**config.mk**
```make
export PLATFORM = sky130hd
export DESIGN_NAME = mem_dual_sequencer
export DESIGN_NICKNAME = d
export VERILOG_FILES = /design/src/rtl/mem_dual_sequencer_pkg.sv /design/src/rtl/mem_lane_slot.sv /design/src/rtl/mem_dual_sequencer.sv
export SDC_FILE = /design/constraint.sdc
export NUM_CORES = 1
export LEC_CHECK = 0
export BUFFER_PORTS_ARGS = -buffer_cell sky130_fd_sc_hd__buf_2
export CORE_UTILIZATION = 55
export CTS_BUF_LIST = sky130_fd_sc_hd__clkbuf_8
export DETAILED_ROUTE_END_ITERATION = 7
export GPL_TIMING_DRIVEN = 0
export PLACE_DENSITY_LB_ADDON = 0.15
export SLEW_MARGIN = 20
export SYNTH_ARGS = -nofsm -noshare
export SYNTH_HDL_FRONTEND = slang
export SYNTH_SLANG_ARGS = --single-unit
```
**constraint.sdc**
```tcl
create_clock -name clk -period 5.4 [get_ports clk]
set_input_delay 1.62 -clock clk [delete_from_list [all_inputs] [get_ports clk]]
set_output_delay 1.62 -clock clk [all_outputs]
set_load 0.01 [all_outputs]
```
**src/rtl/mem_dual_sequencer_pkg.sv**
```systemverilog
// Shared types and helpers for the dual-lane memory sequencer.
// Types and pure functions only: no latency and no backpressure of their own.
package mem_dual_sequencer_pkg;

    localparam int SEQ_ADDR_W  = 32;
    localparam int SEQ_DATA_W  = 32;
    localparam int SEQ_RADDR_W = 5;

    localparam int         MEM_LANES     = 2;
    localparam logic [1:0] MISALIGN_MASK = 2'b11;

    typedef enum logic [2:0] {
        IDLE,
        ISSUE0,
        WAIT0,
        ISSUE1,
        WAIT1,
        DONE,
        DRAIN
    } mem_seq_state_t;

    typedef struct packed {
        logic                   rd;
        logic                   wr;
        logic [SEQ_ADDR_W-1:0]  addr;
        logic [SEQ_DATA_W-1:0]  wdata;
        logic [SEQ_DATA_W-1:0]  result;
        logic                   wreg_need;
        logic [SEQ_RADDR_W-1:0] wreg_addr;
        logic                   misalign;
    } lane_slot_t;

    function automatic logic lane_misaligned(input logic rd, input logic wr, input logic [1:0] lsb);
        return (rd | wr) && ((lsb & MISALIGN_MASK) != 2'b00);
    endfunction

    // A misaligned access never reaches the dcache; it is reported instead.
    function automatic logic lane_needs_port(input logic rd, input logic wr, input logic [1:0] lsb);
        return (rd | wr) && !lane_misaligned(rd, wr, lsb);
    endfunction

endpackage

```
**src/rtl/mem_lane_slot.sv**
```systemverilog
// Holds one memory lane of the bundle; captured on accept, result replaced on load return.
// Latency: 1 cycle from cap/ld_ret to slot; no backpressure (the top sequences writes).
module mem_lane_slot
    import mem_dual_sequencer_pkg::*;
(
    input  logic                   clk,
    input  logic                   rst,
    input  logic                   cap,
    input  logic                   rd,
    input  logic                   wr,
    input  logic [SEQ_ADDR_W-1:0]  addr,
    input  logic [SEQ_DATA_W-1:0]  wdata,
    input  logic [SEQ_DATA_W-1:0]  result,
    input  logic                   wreg_need,
    input  logic [SEQ_RADDR_W-1:0] wreg_addr,
    input  logic                   ld_ret,
    input  logic [SEQ_DATA_W-1:0]  rdata,
    output lane_slot_t             slot,
    output logic                   needs_port
);

    always_ff @(posedge clk) begin
        if (rst) begin
            slot <= '0;
        end else if (cap) begin
            slot <= '{rd:        rd,
                      wr:        wr,
                      addr:      addr,
                      wdata:     wdata,
                      result:    result,
                      wreg_need: wreg_need,
                      wreg_addr: wreg_addr,
                      misalign:  lane_misaligned(rd, wr, addr[1:0])};
        end else if (ld_ret) begin
            slot.result <= rdata;
        end
    end

    assign needs_port = (slot.rd | slot.wr) & ~slot.misalign;

endmodule

```
**src/rtl/mem_dual_sequencer.sv**
```systemverilog
// Serialises lane 0 then lane 1 of a captured bundle onto one dcache port; out_valid 2+ cycles after accept.
// Backpressure: in_ready only in IDLE; dc_req held stable until dc_gnt; results presented as one pulse.
module mem_dual_sequencer
    import mem_dual_sequencer_pkg::*;
#(
    parameter int ADDR_W  = SEQ_ADDR_W,
    parameter int DATA_W  = SEQ_DATA_W,
    parameter int RADDR_W = SEQ_RADDR_W
) (
    input  logic                     clk,
    input  logic                     rst,
    input  logic                     in_valid,
    output logic                     in_ready,
    input  logic [1:0]               in_read_ena,
    input  logic [1:0]               in_write_ena,
    input  logic [1:0][ADDR_W-1:0]   in_addr,
    input  logic [1:0][DATA_W-1:0]   in_wdata,
    input  logic [1:0][DATA_W-1:0]   in_result,
    input  logic [1:0]               in_wreg_need,
    input  logic [1:0][RADDR_W-1:0]  in_wreg_addr,
    input  logic                     flush,
    output logic                     dc_req,
    output logic                     dc_we,
    output logic [ADDR_W-1:0]        dc_addr,
    output logic [DATA_W-1:0]        dc_wdata,
    input  logic                     dc_gnt,
    input  logic                     dc_rvalid,
    input  logic [DATA_W-1:0]        dc_rdata,
    output logic                     out_valid,
    output logic [1:0][DATA_W-1:0]   out_result,
    output logic [1:0]               out_wreg_need,
    output logic [1:0][RADDR_W-1:0]  out_wreg_addr,
    output logic [1:0]               out_misalign
);

    mem_seq_state_t         state;
    lane_slot_t             slot     [MEM_LANES];
    logic [MEM_LANES-1:0]   slot_need;
    logic [MEM_LANES-1:0]   in_need;
    logic [MEM_LANES-1:0]   ld_ret;
    logic                   accept;

    assign in_ready  = (state == IDLE);
    assign accept    = in_valid & in_ready;
    assign ld_ret[0] = (state == WAIT0) & dc_rvalid;
    assign ld_ret[1] = (state == WAIT1) & dc_rvalid;

    for (genvar k = 0; k < MEM_LANES; k++) begin : g_lane
        assign in_need[k] = lane_needs_port(in_read_ena[k], in_write_ena[k], in_addr[k][1:0]);

        mem_lane_slot u_slot (
            .clk        (clk),
            .rst        (rst),
            .cap        (accept),
            .rd         (in_read_ena[k]),
            .wr         (in_write_ena[k]),
            .addr       (in_addr[k]),
            .wdata      (in_wdata[k]),
            .result     (in_result[k]),
            .wreg_need  (in_wreg_need[k]),
            .wreg_addr  (in_wreg_addr[k]),
            .ld_ret     (ld_ret[k]),
            .rdata      (dc_rdata),
            .slot       (slot[k]),
            .needs_port (slot_need[k])
        );
    end

    // The dcache request is fully registered, so it can never follow dc_gnt combinationally.
    always_ff @(posedge clk) begin
        if (rst) begin
            state         <= IDLE;
            dc_req        <= 1'b0;
            dc_we         <= 1'b0;
            dc_addr       <= '0;
            dc_wdata      <= '0;
            out_valid     <= 1'b0;
            out_result    <= '0;
            out_wreg_need <= '0;
            out_wreg_addr <= '0;
            out_misalign  <= '0;
        end else begin
            out_valid <= 1'b0;
            case (state)
                IDLE: begin
                    if (in_valid) begin
                        if (in_need[0]) begin
                            state    <= ISSUE0;
                            dc_req   <= 1'b1;
                            dc_we    <= in_write_ena[0] & ~in_read_ena[0];
                            dc_addr  <= in_addr[0];
                            dc_wdata <= in_wdata[0];
                        end else if (in_need[1]) begin
                            state    <= ISSUE1;
                            dc_req   <= 1'b1;
                            dc_we    <= in_write_ena[1] & ~in_read_ena[1];
                            dc_addr  <= in_addr[1];
                            dc_wdata <= in_wdata[1];
                        end else begin
                            state <= DONE;
                        end
                    end
                end
                ISSUE0: begin
                    if (dc_gnt) begin
                        if (slot[0].rd) begin
                            state  <= flush ? DRAIN : WAIT0;
                            dc_req <= 1'b0;
                        end else if (flush) begin
                            state  <= IDLE;
                            dc_req <= 1'b0;
                        end else if (slot_need[1]) begin
                            state    <= ISSUE1;
                            dc_we    <= slot[1].wr & ~slot[1].rd;
                            dc_addr  <= slot[1].addr;
                            dc_wdata <= slot[1].wdata;
                        end else begin
                            state  <= DONE;
                            dc_req <= 1'b0;
                        end
                    end else if (flush) begin
                        state  <= IDLE;
                        dc_req <= 1'b0;
                    end
                end
                WAIT0: begin
                    if (dc_rvalid) begin
                        if (flush) begin
                            state <= IDLE;
                        end else if (slot_need[1]) begin
                            state    <= ISSUE1;
                            dc_req   <= 1'b1;
                            dc_we    <= slot[1].wr & ~slot[1].rd;
                            dc_addr  <= slot[1].addr;
                            dc_wdata <= slot[1].wdata;
                        end else begin
                            state <= DONE;
                        end
                    end else if (flush) begin
                        state <= DRAIN;
                    end
                end
                ISSUE1: begin
                    if (dc_gnt) begin
                        dc_req <= 1'b0;
                        if (slot[1].rd) state <= flush ? DRAIN : WAIT1;
                        else            state <= flush ? IDLE  : DONE;
                    end else if (flush) begin
                        state  <= IDLE;
                        dc_req <= 1'b0;
                    end
                end
                WAIT1: begin
                    if (dc_rvalid)  state <= flush ? IDLE : DONE;
                    else if (flush) state <= DRAIN;
                end
                DONE: begin
                    out_valid <= 1'b1;
                    for (int k = 0; k < MEM_LANES; k++) begin
                        out_result[k]    <= slot[k].result;
                        out_wreg_need[k] <= slot[k].wreg_need & ~slot[k].misalign;
                        out_wreg_addr[k] <= slot[k].wreg_addr;
                        out_misalign[k]  <= slot[k].misalign;
                    end
                    state <= IDLE;
                end
                DRAIN: begin
                    if (dc_rvalid) state <= IDLE;
                end
                default: state <= IDLE;
            endcase
        end
    end

    a_rvalid_expected: assert property (@(posedge clk) disable iff (rst)
        dc_rvalid |-> (state inside {WAIT0, WAIT1, DRAIN}));

    a_req_stable: assert property (@(posedge clk) disable iff (rst)
        (dc_req && !dc_gnt && !flush) |=> (dc_req && $stable(dc_addr) && $stable(dc_we)));

endmodule

```
==> summary.txt <==
Synth
  – Post-synth ARST share: 0%
  – Syn Area/Cell: 8.14 um^2
  – Mapped Area: 12600 um^2
  – Post-synthesis xor/xnor area fraction: 0.0697%
  – Synth top area share: 46.7%
  – Post-synth EDFFs: 0
  – Cells after synthesis: 1543
  – Area share of and/or/nand/nor cells after synthesis: 17.3%
  – Adder-cell share of the synthesized area: 0.0797%
  – Post-synth top area cell: dfxtp_1
  – Synth Area in Compound Gates: 23.1%
  – Syn nets: 1789
  – Yosys warning count: 0
  – Post-synthesis mux area share: 7.57%
  – Ys flop type: dfxtp_1
  – Unique masters post-synth: 46
  – Sequential-to-total area share from yosys stat: 46.7%
  – Yosys reg bits: 293
  – Main area contributors after synthesis: dfxtp_1, nand2_1, a21oi_1, mux2i_1, a2111o_1
  – Largest family of logic cells by synthesized area: compound AO/OA/AOI/OAI gates

Place
  – Inst Count DP: 2212
  – Port bufs: 389
  – RePlAce Congestion: 0.910
  – Post-DP HPWL: 31.6 mm

Setup path
  – R2R depth: 7
  – CP Max Fanout: 10
  – CP Capture Type: output port
  – Worst EP arrival: 1.67 ns
  – Critical path's slowest cell: dfxtp_1
  – Crit start category: flop
  – Critical Path RT: 3.78 ns
  – Critical path class: reg2out
  – CP peak stage delay: 0.33 ns
  – Reg2reg end: g_lane[1].u_slot.slot[65]
  – Critical Path Start: state[0]
  – Critical-path cell list: clkbuf_1 > nor3_2 > buf_2
  – FF-to-FF setup slack: 2.79 ns
  – Crit Reg-Reg Startpoint: state[0]

Power and ir drop
  – Max IR drop VDD: 0.281 mV
  – PD cells: 404 nW/um^2
  – Pleak: 6.64 nW

Cells and area
  – Finished Layout Cells: 2310
  – Final nets: 2229
  – Sequential Area: 5870 um^2
  – Layout fillers: 1826
  – Synth-to-layout area growth: 26.0%
  – Fraction of layout cells with a size suffix above 1: 24.9%
  – Area of the multi-input gates: 6050 um^2

Route
  – 1st-iter DRT viols: 859
  – Via count: 13200
  – Residual DRC count: 0
  – Final wirelength: 42.3 mm
  – Drt pass-1 iters: 7
  – Via-per-instance ratio: 5.71
  – Routed Antenna Nets: 0
  – Avg WL per Cell: 18.3 um

Global route
  – Largest net degree at the start of global routing: 13
  – First-pass GRT wire length: 64.8 mm
  – GRT Residual Overflow: 0
  – GRT Total Usage: 34.8%
  – Vias in the first global route: 12300
  – Antenna violations before repair: 13

Floorplanning
  – Initial Utilization: 56.8%
  – Die Wd: 153 um
  – Die height: 153 um
  – I/O pin count: 392
  – Core Region: 22100 um^2
  – # rows: 54
  – Die area: 23400 um^2

Clock network
  – Post-CTS Setup Bufs: 0
  – CTS tree: done
  – Clock Tree Buf Depth: 3
  – Later-pin clock latency in the skew report: 0.57 ns
  – Root Driver: clkbuf_8
  – Htree depth: 2
  – CTS sink cnt: 293
  – Hold buffers post-CTS: 0
  – Reg clk slew, reported paths: 0.06 ns
  – Cts bufs inserted: 49
  – Post_cts resized: 0

STA
  – RSZ-0062 raised after global routing: false
  – TNS Setup: 0 ns
  – Final min period: 3.29 ns
  – Max-slew violations: 0
  – Fmax: 0.304 GHz
  – Final setup viols: 0
  – Clock skew: 0.0206 ns
  – Slew @ Worst Pin: 0.853 ns
  – Fin. Hold Viols: 0
  – Rel. slew slack: 42.9%
  – Final period util: 60.9%
  – Hold WS: 0.450 ns

Min path
  – Worst min-delay path category: reg2reg
  – Min-Delay Startpoint: out_result[41]
  – Worst Hold End: out_result[41]
  – WHS Path Cells: 2

Outcome
  – Status: finished, final reports clean

Job
  – Max-cap violations: 0
==> worst max-delay path by stage <==
stage / to / slack [ns]
6_report: in_ready / 2.11
2_1_floorplan: dc_wdata[13] / 2.24
4_1_cts: in_ready / 2.11
3_3_place_gp: dc_wdata[16] / 1.87
3_5_place_dp: dc_addr[23] / 1.84
5_1_grt: in_ready / 2.05
==> cell usage after synthesis, types with 5 or more instances <==
cell and n:
a2111o_1 62, a211oi_1 37, a21oi_1 226, a311oi_1 32, and3_1 5, buf_1 5
buf_2 34, clkbuf_1 103, dfxtp_1 293, inv_1 5, mux2i_1 95, nand2_1 381
nor2_1 141, o21ai_0 70
==> report_power, final <==
part / leakage (nW) / switching, mW / internal, mW / total [mW]
Sequential: 2.39 / 0.162 / 2.47 / 2.63
Combinational: 3.70 / 1.20 / 0.656 / 1.86
Clock: 0.546 / 0.886 / 1.02 / 1.90
==> final cells by class <==
class	instances	share of cell area [%]
antenna	14	0.221
buffer	147	3.97
clock buffer	58	5.04
clock inverter	26	0.877
inverter	5	0.119
multi-input combinational	1098	38.2
sequential	293	37.1
tap	280	2.21
timing repair buffer	389	12.3
==> through the flow <==
stage | power, mW | util [%] | setup WS (ns) | cell area (um^2)
after floorplan | 3.83 | - | 2.24 | 12600
after global placement | 4.46 | 67.2 | 1.87 | 14900
after detailed placement | 4.49 | 67.2 | 1.84 | 14900
after CTS | 6.38 | 71.5 | 2.11 | 15800
after global routing | 6.70 | 71.6 | 2.05 | 15800
final | 6.39 | 71.6 | 2.11 | 15800
==> critical path, delay by kind of cell (launching register included) <==
family	cells	cell delay (ns)
buffers and inverters	2	0.44
DFF	1	0.33
and+or+nand+nor	1	0.33
==> layer usage <==
layer / global-route usage (%) / vias to the layer above / share of wire [%]
met2: 59.7 / 671 / 48
li1: - / 6274 / -
met1: 41.9 / 6143 / 39
met5: 0 / - / 0
met3: 7.31 / 104 / 8.9
met4: 15.3 / 0 / 3.5
==> state kept, by name (all words and copies together) (netlist names) <==
signal and count:
dc_we 1, out_misalign 2, out_result 64, out_valid 1
g_lane.u_slot.slot 145, dc_addr 32, dc_wdata 32, state 3
dc_req 1, out_wreg_need 2, out_wreg_addr 10
==> kinds of logic after synthesis <==
family	Yosys count
buffers and inverters	152
muxes	95
xor gates and xnor gates	1
and+or+nand+nor	554
DFF	293
AOI/OAI and AO/OA	447
adders and majority gates	1
==> layout by cell type (no fill, tap or decap), drive strengths merged, types with 2 or more instances in the layout <==
cell | netlist | routed
a2111o | 62 | 62
a2111oi | 3 | 3
a211o | 2 | 2
a211oi | 37 | 37
a21oi | 226 | 226
a311oi | 32 | 32
a31oi | 2 | 2
a32oi | 2 | 2
and2 | 2 | 2
and3 | 5 | 5
buf | 44 | 433
clkbuf | 103 | 161
clkinv | 0 | 6
clkinvlp | 0 | 2
dfxtp | 293 | 293
diode | 0 | 14
inv | 5 | 22
mux2i | 95 | 95
nand2 | 381 | 381
nand3 | 2 | 2
nand3b | 4 | 4
nor2 | 142 | 142
nor2b | 4 | 4
nor3 | 3 | 3
o21ai | 70 | 70
o21bai | 2 | 2
o32a | 2 | 2
or2 | 5 | 5
Note: power is estimated with default switching activity, not from simulation.
